`src/rtl/uart_pkg.sv`:
```
// Shared UART definitions: parity encodings, RX FSM state codes
// and bit-timing helpers used by the RX (and future TX) blocks.
package uart_pkg;

    localparam int PARITY_NONE = 0;
    localparam int PARITY_ODD  = 1;
    localparam int PARITY_EVEN = 2;

    localparam logic [2:0] ST_IDLE    = 3'd0;
    localparam logic [2:0] ST_START   = 3'd1;
    localparam logic [2:0] ST_DATA    = 3'd2;
    localparam logic [2:0] ST_PARITY  = 3'd3;
    localparam logic [2:0] ST_STOP    = 3'd4;
    localparam logic [2:0] ST_BRKWAIT = 3'd5;

    // Clocks per bit (integer division).
    function automatic int calc_cpb(input int clk_hz, input int bit_rate);
        return clk_hz / bit_rate;
    endfunction

    // Mid-bit cycle index.
    function automatic int calc_mid(input int cpb);
        return cpb / 2;
    endfunction

endpackage

```
`src/rtl/uart_rx_fifo.sv`:
```
// Synchronous FIFO with full/empty/level, WIDTH x DEPTH (DEPTH power of 2).
// Ports: clk, reset (sync, high), wr_en/wr_data, rd_en/rd_data, full, empty, level.
module uart_rx_fifo #(
    parameter int WIDTH = 8,
    parameter int DEPTH = 4,
    localparam int AW = $clog2(DEPTH)
) (
    input  logic             clk,
    input  logic             reset,
    input  logic             wr_en,
    input  logic [WIDTH-1:0] wr_data,
    input  logic             rd_en,
    output logic [WIDTH-1:0] rd_data,
    output logic             full,
    output logic             empty,
    output logic [AW:0]      level
);

    logic [WIDTH-1:0] mem_q [DEPTH];
    logic [AW:0]      wr_ptr_q, wr_ptr_d;
    logic [AW:0]      rd_ptr_q, rd_ptr_d;
    logic             do_rd, do_wr;

    assign level = wr_ptr_q - rd_ptr_q;
    assign empty = (wr_ptr_q == rd_ptr_q);
    assign full  = (level == (AW + 1)'(DEPTH));
    // Head is forced to zero while empty so stale storage never leaks out.
    assign rd_data = empty ? '0 : mem_q[rd_ptr_q[AW-1:0]];

    always_comb begin
        do_rd    = rd_en && !empty;
        // A write into a full FIFO is only accepted alongside a pop.
        do_wr    = wr_en && (!full || do_rd);
        wr_ptr_d = do_wr ? wr_ptr_q + 1'b1 : wr_ptr_q;
        rd_ptr_d = do_rd ? rd_ptr_q + 1'b1 : rd_ptr_q;
    end

    always_ff @(posedge clk) begin
        if (reset) begin
            wr_ptr_q <= '0;
            rd_ptr_q <= '0;
        end else begin
            wr_ptr_q <= wr_ptr_d;
            rd_ptr_q <= rd_ptr_d;
        end
    end

    always_ff @(posedge clk) begin
        if (do_wr) begin
            mem_q[wr_ptr_q[AW-1:0]] <= wr_data;
        end
    end

endmodule

```
`src/rtl/uart_rx_ext.sv`:
```
// UART receiver: 2-flop sync, 3-sample mid-bit vote, parity/framing/break flags,
// frame FIFO drained by uart_rx_valid/uart_rx_ready. Ports: clk, reset, uart_rxd,
// uart_rx_en, uart_rx_ready -> uart_rx_valid/data/perr/ferr/break/overrun/level.
module uart_rx_ext
    import uart_pkg::*;
#(
    parameter int CLK_HZ       = 50000000,
    parameter int BIT_RATE     = 9600,
    parameter int PAYLOAD_BITS = 8,
    parameter int PARITY       = 0,
    parameter int STOP_BITS    = 1,
    parameter int FIFO_DEPTH   = 4
) (
    input  logic                           clk,
    input  logic                           reset,
    input  logic                           uart_rxd,
    input  logic                           uart_rx_en,
    input  logic                           uart_rx_ready,
    output logic                           uart_rx_valid,
    output logic [PAYLOAD_BITS-1:0]        uart_rx_data,
    output logic                           uart_rx_perr,
    output logic                           uart_rx_ferr,
    output logic                           uart_rx_break,
    output logic                           uart_rx_overrun,
    output logic [$clog2(FIFO_DEPTH):0]    uart_rx_level
);

    localparam int CPB = calc_cpb(CLK_HZ, BIT_RATE);
    localparam int MID = calc_mid(CPB);
    localparam int CW  = $clog2(CPB + 1);
    localparam int PB  = PAYLOAD_BITS;
    localparam int EW  = PB + 3;

    logic          sync1_q, sync1_d, rxd_s_q, rxd_s_d;
    logic          h1_q, h1_d, h2_q, h2_d;
    logic [2:0]    state_q, state_d;
    logic [CW-1:0] cnt_q, cnt_d;
    logic [3:0]    bit_idx_q, bit_idx_d;
    logic          stop_idx_q, stop_idx_d;
    logic [PB-1:0] data_q, data_d;
    logic          par_q, par_d, perr_q, perr_d;
    logic          ferr_q, ferr_d, stz_q, stz_d;

    logic          sample, at_mid, at_end;
    logic          ferr_n, stz_n, brk, push, pop, full, empty;
    logic [EW-1:0] entry, head;

    // h2/h1/rxd_s are consecutive samples; at cnt==MID they straddle the bit centre.
    assign sample = (h2_q & h1_q) | (h2_q & rxd_s_q) | (h1_q & rxd_s_q);
    assign at_mid = (cnt_q == CW'(MID));
    assign at_end = (cnt_q == CW'(CPB - 1));

    always_comb begin
        sync1_d    = uart_rxd;
        rxd_s_d    = sync1_q;
        h1_d       = rxd_s_q;
        h2_d       = h1_q;
        state_d    = state_q;
        bit_idx_d  = bit_idx_q;
        stop_idx_d = stop_idx_q;
        data_d     = data_q;
        par_d      = par_q;
        perr_d     = perr_q;
        ferr_d     = ferr_q;
        stz_d      = stz_q;
        ferr_n     = ferr_q | ~sample;
        stz_n      = stz_q & ~sample;
        brk        = 1'b0;
        push       = 1'b0;
        entry      = '0;
        case (state_q)
            ST_IDLE: begin
                if (!rxd_s_q) begin
                    state_d    = ST_START;
                    bit_idx_d  = '0;
                    stop_idx_d = 1'b0;
                    par_d      = 1'b0;
                    perr_d     = 1'b0;
                    ferr_d     = 1'b0;
                    stz_d      = 1'b1;
                end
            end
            ST_START: begin
                if (at_mid && sample) begin
                    state_d = ST_IDLE;
                end else if (at_end) begin
                    state_d = ST_DATA;
                end
            end
            ST_DATA: begin
                if (at_mid) begin
                    data_d = {sample, data_q[PB-1:1]};
                end
                if (at_end) begin
                    if (bit_idx_q == 4'(PB - 1)) begin
                        state_d = (PARITY != PARITY_NONE) ? ST_PARITY : ST_STOP;
                    end else begin
                        bit_idx_d = bit_idx_q + 4'd1;
                    end
                end
            end
            ST_PARITY: begin
                if (at_mid) begin
                    par_d  = sample;
                    // Odd parity wants XOR==1, so invert for odd.
                    perr_d = (^data_q) ^ sample ^ (PARITY == PARITY_ODD);
                end
                if (at_end) begin
                    state_d = ST_STOP;
                end
            end
            ST_STOP: begin
                if (at_mid) begin
                    if (stop_idx_q == 1'(STOP_BITS - 1)) begin
                        // Push at mid of the last stop bit so the next start edge is not missed.
                        brk     = (data_q == '0) && !par_q && stz_n;
                        push    = 1'b1;
                        entry   = {brk, ferr_n, perr_q, data_q};
                        state_d = brk ? ST_BRKWAIT : ST_IDLE;
                    end else begin
                        ferr_d = ferr_n;
                        stz_d  = stz_n;
                    end
                end
                if (at_end) begin
                    stop_idx_d = 1'b1;
                end
            end
            ST_BRKWAIT: begin
                if (rxd_s_q) begin
                    state_d = ST_IDLE;
                end
            end
            default: state_d = ST_IDLE;
        endcase
        if (!uart_rx_en) begin
            state_d = ST_IDLE;
            push    = 1'b0;
        end
        if (state_d != state_q || at_end || state_q == ST_IDLE) begin
            cnt_d = '0;
        end else begin
            cnt_d = cnt_q + 1'b1;
        end
    end

    always_ff @(posedge clk) begin
        if (reset) begin
            sync1_q    <= 1'b1;
            rxd_s_q    <= 1'b1;
            h1_q       <= 1'b1;
            h2_q       <= 1'b1;
            state_q    <= ST_IDLE;
            cnt_q      <= '0;
            bit_idx_q  <= '0;
            stop_idx_q <= 1'b0;
            data_q     <= '0;
            par_q      <= 1'b0;
            perr_q     <= 1'b0;
            ferr_q     <= 1'b0;
            stz_q      <= 1'b0;
        end else begin
            sync1_q    <= sync1_d;
            rxd_s_q    <= rxd_s_d;
            h1_q       <= h1_d;
            h2_q       <= h2_d;
            state_q    <= state_d;
            cnt_q      <= cnt_d;
            bit_idx_q  <= bit_idx_d;
            stop_idx_q <= stop_idx_d;
            data_q     <= data_d;
            par_q      <= par_d;
            perr_q     <= perr_d;
            ferr_q     <= ferr_d;
            stz_q      <= stz_d;
        end
    end

    assign pop             = uart_rx_valid && uart_rx_ready;
    assign uart_rx_valid   = !empty;
    assign uart_rx_overrun = push && full && !pop;
    assign uart_rx_break   = head[EW-1];
    assign uart_rx_ferr    = head[EW-2];
    assign uart_rx_perr    = head[EW-3];
    assign uart_rx_data    = head[PB-1:0];

    uart_rx_fifo #(
        .WIDTH(EW),
        .DEPTH(FIFO_DEPTH)
    ) u_fifo (
        .clk    (clk),
        .reset  (reset),
        .wr_en  (push),
        .wr_data(entry),
        .rd_en  (pop),
        .rd_data(head),
        .full   (full),
        .empty  (empty),
        .level  (uart_rx_level)
    );

endmodule

```
`config.mk`:
```
export PLATFORM = sky130hd
export DESIGN_NAME = uart_rx_ext
export DESIGN_NICKNAME = d
export VERILOG_FILES = /design/src/rtl/uart_pkg.sv /design/src/rtl/uart_rx_fifo.sv /design/src/rtl/uart_rx_ext.sv
export SDC_FILE = /design/constraint.sdc
export NUM_CORES = 1
export LEC_CHECK = 0
export CORE_UTILIZATION = 60
export CTS_CLUSTER_SIZE = 8
export DETAILED_ROUTE_END_ITERATION = 12
export MAX_ROUTING_LAYER = met4
export PLACE_DENSITY = 0.84
export SLEW_MARGIN = 25
export SYNTH_ARGS = -nofsm -noshare
export SYNTH_HDL_FRONTEND = slang
export SYNTH_SLANG_ARGS = --single-unit
```
`constraint.sdc`:
```
create_clock -name clk -period 4.9 [get_ports clk]
set_input_delay 0.98 -clock clk [delete_from_list [all_inputs] [get_ports clk]]
set_output_delay 0.98 -clock clk [all_outputs]
set_load 0.05 [all_outputs]
```
Yosys cells after proc, flatten, opt, wreduce, memory -nomap -nowiden:

Memories as Yosys holds them, arrays and structs flattened. A register that Yosys moved wholly into a read port is not among the register bits.
Index checks and enable logic that the tools add are counted.

* bits in writable memories: 44
* register bits: 43
* memories: 1

Memories
* u_fifo.mem_q: words 4, bits a word 11, read ports 1, clocked after Yosys merged registers in 1, write ports 1, line uart_rx_fifo.sv:19 `logic [WIDTH-1:0] mem_q [DEPTH];`

* reductions and logical operators: 27
* add/sub/neg operators: 5
* bitwise logic cells: 9
* equality and inequality tests: 18
* muxes and demuxes: 42

Operators by type and width (count)
* $mux 11: 4
* $mux 3: 11
* $pmux 3 s6: 1
* $mux 1: 15
* $ne 2x2->1 const B: 7
* $add 13x1->13 const B: 1
* $eq 13x12->1 const B: 1
* $eq 13x13->1 const B: 1
* $mux 4: 3
* $pmux 1 s2: 5
* $eq 3x3->1 const B: 3
* $logic_and 1x1->1: 8
* $logic_not 8->1: 1
* $pmux 4 s2: 1
* $reduce_and 4->1: 2
* $reduce_xor 8->1: 1
* $add 3x1->3 const B: 2
* $eq 3x2->1 const B: 2
* $reduce_and 3->1: 2
* $reduce_bool 2->1: 3
* $add 4x1->4 const B: 1
* $and 1x1->1: 4
* $eq 4x3->1 const B: 1
* $logic_not 1->1: 4
* other kinds (12): 17

Longest topological paths before layout:

Gate-level depths: netlist of run 1.

* depth in word-level cells: 15
* gate-level depth with buffers: 9

Hierarchy:

From an unflattened synthesis of run 1, not the netlist that was laid out.

* cell total of the unflattened synthesis: 390
* area, all modules: 4483.0 um^2

Modules (own cells, without submodules)
* uart_rx_ext: instances 1, area each 2308.5 um^2, cells each 268
* uart_rx_fifo: instances 1, area each 2174.6 um^2, cells each 122

Worst setup path before layout of run 1:

OpenSTA, ideal clock, no wires.

* path kind: register to output
* start: register u_fifo.wr_ptr_q[0]
* end: output port uart_rx_data[1]
* stages on the path, launching flop included: 6
* data required time: 3.920 ns
* arrival: 2.045 ns
* path slack: 1.875 ns
* cells stage by stage: dfxtp_1 -> inv_1 -> ha_1 -> nand3_1 -> clkbuf_1 -> and2_1

* longest elaborated chain between the ends: 2

RTL lines
* from (decl): line uart_rx_fifo.sv:20 `logic [AW:0] wr_ptr_q, wr_ptr_d;`
* from (signal assigned): line uart_rx_fifo.sv:43 `wr_ptr_q <= wr_ptr_d;`
* $eq 3x3->1: line uart_rx_fifo.sv:25 `assign empty = (wr_ptr_q == rd_ptr_q);`
* $mux 11: line uart_rx_fifo.sv:28 `assign rd_data = empty ? '0 : mem_q[rd_ptr_q[AW-1:0]];`
* to (decl): line uart_rx_ext.sv:20 `output logic [PAYLOAD_BITS-1:0] uart_rx_data,`

No other way between the ends.

Worst setup path in the final report of run 1:

* start: register state_q[2]
* end: output port uart_rx_overrun

* longest elaborated chain between the ends: 5

RTL lines
* from (decl): line uart_rx_ext.sv:36 `logic [2:0] state_q, state_d;`
* from (signal assigned): line uart_rx_ext.sv:167 `state_q <= state_d;`
* $eq 3x3->1: line uart_rx_ext.sv:71 `case (state_q)`
* $mux 1: line uart_rx_ext.sv:71
* $mux 1: line uart_rx_ext.sv:136 `if (!uart_rx_en) begin`
* $logic_and 1x1->1 (2 in series): line uart_rx_ext.sv:181 `assign uart_rx_overrun = push && full && !pop;`
* to (decl): line uart_rx_ext.sv:24 `output logic uart_rx_overrun,`

No other way between the ends.

==> results of run 1 <==
## routing by layer
layer  up-vias  track usage
li1       1337            -
met1      1342       0.2782
met2        57       0.4029
met3        10      0.03946
met4         0       0.1061
met5         -            -
## area by class of cell
cell class / count / area [um^2]
Multi-Input combinational cell: 241 / 1852
Clock buffer: 10 / 137.6
Sequential cell: 89 / 2222
Tap cell: 80 / 100.1
Fill cell: 489 / 2097
Inverter: 18 / 67.56
Timing Repair Buffer: 21 / 207.7
Clock inverter: 6 / 72.57
## cells by family (layout without fill, tap and decap cells)
kind of cell,after synthesis,after routing,synth area share
AND/OR/NAND/NOR,151,151,0.2072
flip-flops,89,89,0.5301
buffers and inverters,33,55,0.03164
AO/OA/AOI/OAI,29,29,0.04776
multiplexers,23,23,0.08836
XOR/XNOR,22,22,0.04597
adder cells (fa/ha/maj),16,16,0.04896
## worst paths after layout
path	startpoint	to	slack, ps	depth (start not counted)
worst max-delay path	state_q[2]$_SDFF_PP0_	uart_rx_overrun	790	5
worst min-delay path	rxd_s_d$_SDFF_PP1_	h1_d$_SDFF_PP1_	420	1
worst max register to register	u_fifo.wr_ptr_q[0]$_SDFFE_PP0P_	u_fifo.mem_q[0][1]$_DFFE_PP_	1890	7
worst min register to register	rxd_s_d$_SDFF_PP1_	h1_d$_SDFF_PP1_	420	1
## sequential cells by signal, summed over array words and instances (netlist names), 3 cells and up, named ones only
name / count
state_q: 3
cnt_q: 13
bit_idx_q: 4
u_fifo.mem_q: 44
u_fifo.rd_ptr_q: 3
data_q: 8
u_fifo.wr_ptr_q: 3
## placed cells by master (no fill, tap or decap), types with 11 or more instances in the layout
cell type / synthesis / final
and2_1: 17 / 17
clkdlybuf4s50_1: 0 / 20
nand3_1: 12 / 12
nand2_1: 21 / 21
nor2_1: 37 / 37
edfxtp_1: 44 / 44
inv_1: 18 / 18
and3_1: 13 / 13
dfxtp_1: 45 / 45
xnor2_1: 16 / 16
ha_1: 14 / 14
mux4_2: 11 / 11
## power by group through the flow
stage	logic (mW)	clock network [mW]	registers, mW
floorplan	0.0109	0	0.792
global placement	0.0161	0	0.793
detailed placement	0.0164	0	0.793
CTS	0.0164	0.536	0.776
global route	0.0179	0.566	0.777
finish	0.0164	0.526	0.776
## stage by stage
| stage | instances | utilization | cell area, um^2 |
|---|---|---|---|
| 2_1_floorplan | 363 | - | 4192 |
| 3_3_place_gp | 449 | 0.6572 | 4441 |
| 3_5_place_dp | 449 | 0.6585 | 4449 |
| 4_1_cts | 465 | 0.6896 | 4659 |
| 5_1_grt | 465 | 0.6896 | 4659 |
| 6_report | 465 | 0.6896 | 4659 |
==> impl_metrics.tcl, run 1 <==
set metrics [dict create \
    die_width_um 85.58 \
    clockRootBuffer "clkbuf_8" \
    cts_resized 0 \
    pwr-share-clk 0.399 \
    postCtsSetupRepairBufs 0 \
    cts_hold_buf 0 \
    via_per_inst 5.905 \
    setup_ws_ps 793.6 \
    maxSlewViolCount 0 \
    postSynth.asyncResetShare 0 \
    cts-buffers-inserted 9 \
    synth_top_cell_area_share 0.3152 \
    critPathTopFamily "simple AND/OR/NAND/NOR gates" \
    status "finished, final reports clean" \
    num_io_pins 21 \
    synth_edf_count 44 \
    insertion_delay_ps 360 \
    grt_usage 0.2372 \
    fin_hold_ws_ps 419.9 \
    cp_max_fo 11 \
    synth_fp_nets 383 \
    synth_area_leaders "edfxtp_1, dfxtp_1, mux4_2" \
    clk_path_buf_depth 2 \
    totalNegativeSetupSlack_ps 0 \
    ir_worst_vdd_mv 0.1777 \
    cap_violations 0 \
    drive_gt1_frac 0.1143 \
    critical_path_buf_inv_count 1 \
    grt_pass1_vias 2748 \
    power.total_mw 1.318 \
    core_area_um2 6756 \
    hpwl_um 5310 \
    diodes 0 \
    met2WireLength_um 4001 \
    wl_per_cell_um 16.60 \
    finalSetupViolCount 0 \
    combPwrFrac 0.012 \
    place_ws_ps 878.7 \
    worst_slew_pin_slew_ps 961.5 \
    yosysMostFrequentCell "dfxtp_1" \
    cts.sinks 89 \
    drc 0 \
    crit_required_ps 3920 \
    critPathLaunchType "register" \
    yosysUniqueCellTypes 58 \
    synth_area_um2 4192 \
    cp_slowest_cell "clkdlybuf4s50_1" \
    p_int_mw 1.036 \
    final.period_utilization 0.8380 \
    p_per_area_nw_per_um2 283.0 \
    switching_share 0.2143 \
    ys_seq_elements 89 \
    areaGrowthSynthToFinish_pct 11.16 \
    syn_avg_cell_area_um2 11.55 \
    die_h_um 85.58 \
    synth_area_leader_cell "edfxtp_1" \
    hold_path_class "register to register" \
    dieArea_um2 7324 \
    end_kind "output port" \
    ant_nets 0 \
    initial_core_util 0.6204 \
    power_leakage_nw 1.671 \
    arrival_ps 3130 \
    rsz0062_at_grt "false" \
    relSlewSlack 0.3570 \
    dr_wl_met3_um 194 \
    synth_warnings 0 \
    p_sw_uw 282.5 \
    crit_path_cell_trace "nor3b_1 -> nor2b_1 -> and2_1 -> o211a_1 -> clkdlybuf4s50_1" \
    grt_pass1_wl_um 12970 \
    crit_type "register to output port" \
    row_count 30 \
    cts.htree.levels 3 \
    yosysSeqAreaShare 0.5301 \
    hold_viol 0 \
    netlist_top_cells_count "dfxtp_1, edfxtp_1, nor2_1" \
    min_period_ps 4106 \
    grt_antenna_before_repair 0 \
    finClkSkew_ps 13.33 \
    cts_tree "done" \
    port_buffers 20 \
    firstDrtPassIters 4 \
    drtIter0Drc 151 \
    grt_max_degree 28 \
    num_vias 2746 \
    synthCells 363 \
    max_freq_ghz 0.2435 \
    totalWireLength_um 7717 \
    routedLengthMet1_um 3409 \
    path_clk_slew_ps 90 \
    fin_nets 400 \
    crit_path_max_incr_delay_ps 790 \
    p_seq_frac 0.589 \
    top_layer "met4" \
    synth_flop_cell "dfxtp_1" \
    grt_overflow 0 \
    place.gp.congestion 0.9266 \
]
(Power assumes the default switching activity.)
==> run 2: changes to the inputs <==
CORE_UTILIZATION = 54   (was 60)
PLACE_DENSITY = 0.8   (was 0.84)
clock period = 3.4 ns   (was 4.9 ns; I/O delays follow)
==> run 2 against run 1 <==
- non-clock buffer count increased by 5
- critical path depth did not move
- clock power is 30% higher
- wire length shrank 1.1%
- register-to-register slack lost 1400 ps
- final area up 0.83%
- total power up 39%
- clock skew decreased by 5.0 ps
- sequential cell count stayed put
- count of clock-buffer cells in the layout is 1 lower
- largest cell class unchanged
==> impl_metrics.tcl, run 2 (synthesis gave the netlist of run 1 again) <==
set metrics [dict create \
    status "finished, final reports clean" \
    reg2reg_to "u_fifo.mem_q[0][2]$_DFFE_PP_" \
    cts.htree.levels 3 \
    max_freq_ghz 0.3134 \
    cap_violations 0 \
    cts.sinks 89 \
    wl_per_cell_um 15.61 \
    num_io_pins 21 \
    place.gp.congestion 0.8711 \
    firstDrtPassIters 4 \
    ant_nets 0 \
    cp_slowest_cell "clkdlybuf4s50_1" \
    path_clk_slew_ps 100 \
    end_kind "output port" \
    maxSlewViolCount 0 \
    relSlewSlack 0.4775 \
    diodes 0 \
    grt_pass1_vias 2658 \
    p_per_area_nw_per_um2 388.8 \
    hold_viol 0 \
    min_period_ps 3191 \
    cts_tree "done" \
    crit_type "register to output port" \
    worst_slew_pin_slew_ps 772.9 \
    grt_usage 0.2080 \
    crit_path_max_incr_delay_ps 820 \
    fin_nets 405 \
    worstHoldStart "rxd_s_d$_SDFF_PP1_" \
    via_per_inst 5.611 \
    power_leakage_nw 1.702 \
    clk_path_buf_depth 2 \
    totalNegativeSetupSlack_ps 0 \
    cp_max_fo 4 \
    largest_reg_flops 44 \
    drive_gt1_frac 0.1308 \
    drc 0 \
    cts-buffers-inserted 9 \
    finalSetupViolCount 0 \
    fin_util 0.6375 \
    num_vias 2744 \
    initial_core_util 0.5688 \
    grt_pass1_wl_um 12770 \
    hpwl_um 5427 \
    clockRootBuffer "clkbuf_8" \
    grt_antenna_before_repair 0 \
    port_buffers 20 \
    die_width_um 90.10 \
    crit_required_ps 2720 \
    hold-path-cell-count 1 \
    die_h_um 90.10 \
    grt_overflow 0 \
    totalWireLength_um 7632 \
    hold_path_end "h1_d$_SDFF_PP1_" \
    critPathLaunchType "register" \
    cts_hold_buf 0 \
    layout_commonest_cell "dfxtp_1" \
    r2r-start "cnt_q[7]$_SDFF_PP0_" \
    arrival_ps 2510 \
    rsz0062_at_grt "false" \
    finClkSkew_ps 8.377 \
    final_cell_mix "dfxtp_1, edfxtp_1, nor2_1" \
    final.period_utilization 0.9385 \
    grt_max_degree 28 \
    crit_path_cell_trace "inv_1 -> ha_1 -> fa_1 -> xnor2_1 -> clkdlybuf4s50_1" \
    ir_worst_vdd_mv 0.2108 \
    hold_path_class "register to register" \
    core_area_um2 7370 \
    row_count 31 \
    insertion_delay_ps 360 \
    drtIter0Drc 130 \
    areaGrowthSynthToFinish_pct 12.09 \
    regToRegSetupSlack_ps 500 \
    reg2regPathDepth 5 \
    dieArea_um2 8118 \
]
[run 2: per-stage QoR]
step / hold slack [ps] / total power, mW / cells / worst slack (ps) / cell area [um^2]
global route: 433.2 / 1.884 / 489 / 62.71 / 4698
detailed placement: 398.4 / 1.167 / 473 / 464.2 / 4512
floorplan: 389.5 / 1.158 / 363 / 675.0 / 4192
global placement: 391.6 / 1.167 / 473 / 547.2 / 4512
CTS: 420.6 / 1.843 / 489 / 58.06 / 4693
finish: 416.7 / 1.827 / 489 / 209.0 / 4698
[run 2: worst max-delay path, delay by kind of cell (launching register included)]
family,cells,cell delay (ps)
xor+xnor,1,180
fa+ha+maj,2,620
flops,1,420
buf+inv,2,930
[run 2: worst max-delay path by stage]
stage,startpoint,end,slack [ps],cells after the start
global route,u_fifo.wr_ptr_q[0]$_SDFFE_PP0P_,uart_rx_data[5],60,5
CTS,u_fifo.wr_ptr_q[0]$_SDFFE_PP0P_,uart_rx_data[5],60,5
floorplan,u_fifo.wr_ptr_q[0]$_SDFFE_PP0P_,uart_rx_data[1],680,5
detailed placement,u_fifo.wr_ptr_q[0]$_SDFFE_PP0P_,uart_rx_data[5],460,5
global placement,u_fifo.wr_ptr_q[0]$_SDFFE_PP0P_,uart_rx_perr,550,5
finish,u_fifo.wr_ptr_q[0]$_SDFFE_PP0P_,uart_rx_level[2],210,5
[run 2: repair_timing]
item | 4_1_cts | 5_1_grt
setup endpoints to repair | 0 | 12
gates resized for setup | 0 | 1
buffers inserted | 0 | 0
[run 2: per-layer routing]
metal	up-vias	wire [um]	global-route usage
li1	1359	-	-
met1	1326	3312	0.2440
met2	49	3983	0.3569
met3	10	214	0.03299
met4	0	121	0.08468
met5	-	0	-
[run 2: cell type report]
type / count / area, um^2
clock inverters: 7 / 57.56
well taps: 99 / 123.9
flip-flops and latches: 89 / 2222
multi-input cells: 241 / 1848
clock buffers: 9 / 123.9
fillers: 572 / 2671
repair buffers: 26 / 255.2
inverters: 18 / 67.56
[run 2: where the power goes]
group	switching, mW	internal [mW]
logic	0.0143	0.0104
registers	0.00266	1.12
clock network	0.405	0.279
==> run 3: changes to the inputs <==
CELL_PAD_IN_SITES_DETAIL_PLACEMENT = 0   (was default)
CELL_PAD_IN_SITES_GLOBAL_PLACEMENT = 1   (was default)
CORE_UTILIZATION = 48   (was 54)
PLACE_DENSITY = 0.82   (was 0.8)
clock period = 2.94 ns   (was 3.4 ns; I/O delays follow)
==> run 3 against run 2 <==
- global-route usage fell by 1.9 points
- clock skew about the same
- sequential power rose by 15%
- count of clock-buffer cells in the layout rose by 1
- clock power is 31% higher
- sequential cell count did not move
- wire length fell by 0.45%
- cell count up 2.5%
- largest power group unchanged
==> impl_metrics.tcl, run 3 (synthesis gave the netlist of run 1 again) <==
set metrics [dict create \
    status "finished, final reports clean" \
    totalWireLength_um 7598 \
    end_kind "output port" \
    place.gp.congestion 0.8057 \
    grt_usage 0.1894 \
    crit_path_cell_trace "inv_1 -> ha_1 -> fa_2 -> nand4b_1 -> mux2i_2 -> o211a_1 -> buf_12" \
    cap_violations 0 \
    cts.htree.levels 3 \
    clk_path_buf_depth 2 \
    arrival_ps 2200 \
    setup_ws_ps 149.1 \
    p_sw_uw 463.5 \
    max_freq_ghz 0.3583 \
    cts_tree "done" \
    finalSetupViolCount 0 \
    p_seq_frac 0.583 \
    min_period_ps 2791 \
    core_area_um2 8341 \
    fin_hold_ws_ps 419.7 \
    r2r-start "cnt_q[7]$_SDFF_PP0_" \
    cts.sinks 89 \
    fin_nets 411 \
    port_buffers 20 \
    grt_overflow 0 \
    hold_viol 0 \
    insertion_delay_ps 340 \
    totalNegativeSetupSlack_ps 0 \
    cts-buffers-inserted 9 \
    clockRootBuffer "clkbuf_8" \
    areaGrowthSynthToFinish_pct 13.61 \
    combPwrFrac 0.014 \
    critPathLaunchType "register" \
    firstDrtPassIters 4 \
    p_int_mw 1.756 \
    grt_antenna_before_repair 0 \
    via_per_inst 5.431 \
    final_cell_mix "dfxtp_1, edfxtp_1, nor2_1" \
    rsz0062_at_grt "false" \
    maxSlewViolCount 0 \
    drc 0 \
    drive_gt1_frac 0.1894 \
    worstHoldStart "rxd_s_d$_SDFF_PP1_" \
    grt_pass1_vias 2590 \
    grt_pass1_wl_um 12670 \
    critical_path_buf_inv_count 2 \
    die_width_um 95.45 \
    ant_nets 0 \
    cp_max_fo 4 \
    grt_max_degree 27 \
    num_vias 2721 \
    row_count 33 \
    dp_cells 483 \
    num_io_pins 21 \
    crit_required_ps 2350 \
    power_leakage_nw 1.767 \
    hold_path_class "register to register" \
    crit_type "register to output port" \
    p_per_area_nw_per_um2 466.0 \
    cp_slowest_cell "fa_2" \
    switching_share 0.2089 \
    largest_reg_flops 44 \
    worst_slew_pin_slew_ps 554.1 \
    path_clk_slew_ps 90 \
    pwr-share-clk 0.404 \
    startpoint "u_fifo.wr_ptr_q[0]$_SDFFE_PP0P_" \
    hpwl_um 5435 \
    final_cells 501 \
    fill_cells 724 \
    critPathTopFamily "adder cells" \
    wl_per_cell_um 15.17 \
    fin_util 0.5710 \
    dieArea_um2 9110 \
    crit_path_max_incr_delay_ps 560 \
    ir_worst_vdd_mv 0.1891 \
    diodes 0 \
    drtIter0Drc 132 \
    initial_core_util 0.5026 \
    die_h_um 95.45 \
    finClkSkew_ps 8.161 \
    relSlewSlack 0.6301 \
    place_ws_ps 245.5 \
    final.period_utilization 0.9493 \
]
run 3: cell types whose count changed in the layout (fill, tap and decap cells not counted), sizes merged:
| cell | change |
|---|---|
| clkinv | -1 |
| clkinvlp | +1 |
| clkdlybuf4s50 | -14 |
| inv | -2 |
| bufinv | +1 |
| buf | +20 |
| clkbuf | +1 |
run 3: final timing paths:
check,endpoint,slack (ps),depth (start not counted)
min,h1_d$_SDFF_PP1_,420,1
max,uart_rx_overrun,150,7
min reg2reg,h1_d$_SDFF_PP1_,420,1
max reg2reg,u_fifo.mem_q[1][1]$_DFFE_PP_,310,4
run 3: what timing repair did:
item,CTS,global route
resized for setup,2,3
pin swaps,0,1
buffers inserted,1,1
hold buffers,0,0
endpoints found under the setup margin,1,1
run 3: routing by layer:
layer / track usage / vias to the layer above / share of wire
met5: - / - / 0
met4: 0.06965 / 0 / 0.013
met3: 0.03190 / 10 / 0.034
met2: 0.3000 / 53 / 0.47
met1: 0.2445 / 1303 / 0.48
li1: - / 1355 / -
run 3: worst register-to-register path: stages (launching register included):
cell and delay (ps):
dfxtp_1 370, or4b_1 550, or4_1 540, nor4_4 440, and2_2 400
run 3: per-stage QoR:
| stage | instance area (um^2) | total power [mW] |
|---|---|---|
| 2_1_floorplan | 4192 | 1.339 |
| 3_3_place_gp | 4514 | 1.352 |
| 3_5_place_dp | 4514 | 1.352 |
| 4_1_cts | 4745 | 2.238 |
| 5_1_grt | 4762 | 2.289 |
| 6_report | 4762 | 2.219 |
run 3: power groups by stage:
| stage | Clock, mW | Combinational, mW | Sequential, mW |
|---|---|---|---|
| after global routing | 0.962 | 0.0334 | 1.29 |
| after detailed placement | 0 | 0.0298 | 1.32 |
| after floorplan | 0 | 0.0182 | 1.32 |
| after CTS | 0.915 | 0.0300 | 1.29 |
| after global placement | 0 | 0.0297 | 1.32 |
| final | 0.895 | 0.0302 | 1.29 |
run 3: layout make-up:
cell class                 count  area, um^2  share of cell area
sequential                    89        2223              0.4669
inverter                      18       67.56             0.01419
clock buffer                  10       148.9             0.03127
timing repair buffer          32       265.3             0.05570
tap                          105       131.4             0.02759
multi-input combinational    241        1857              0.3899
clock inverter                 6       68.82             0.01445
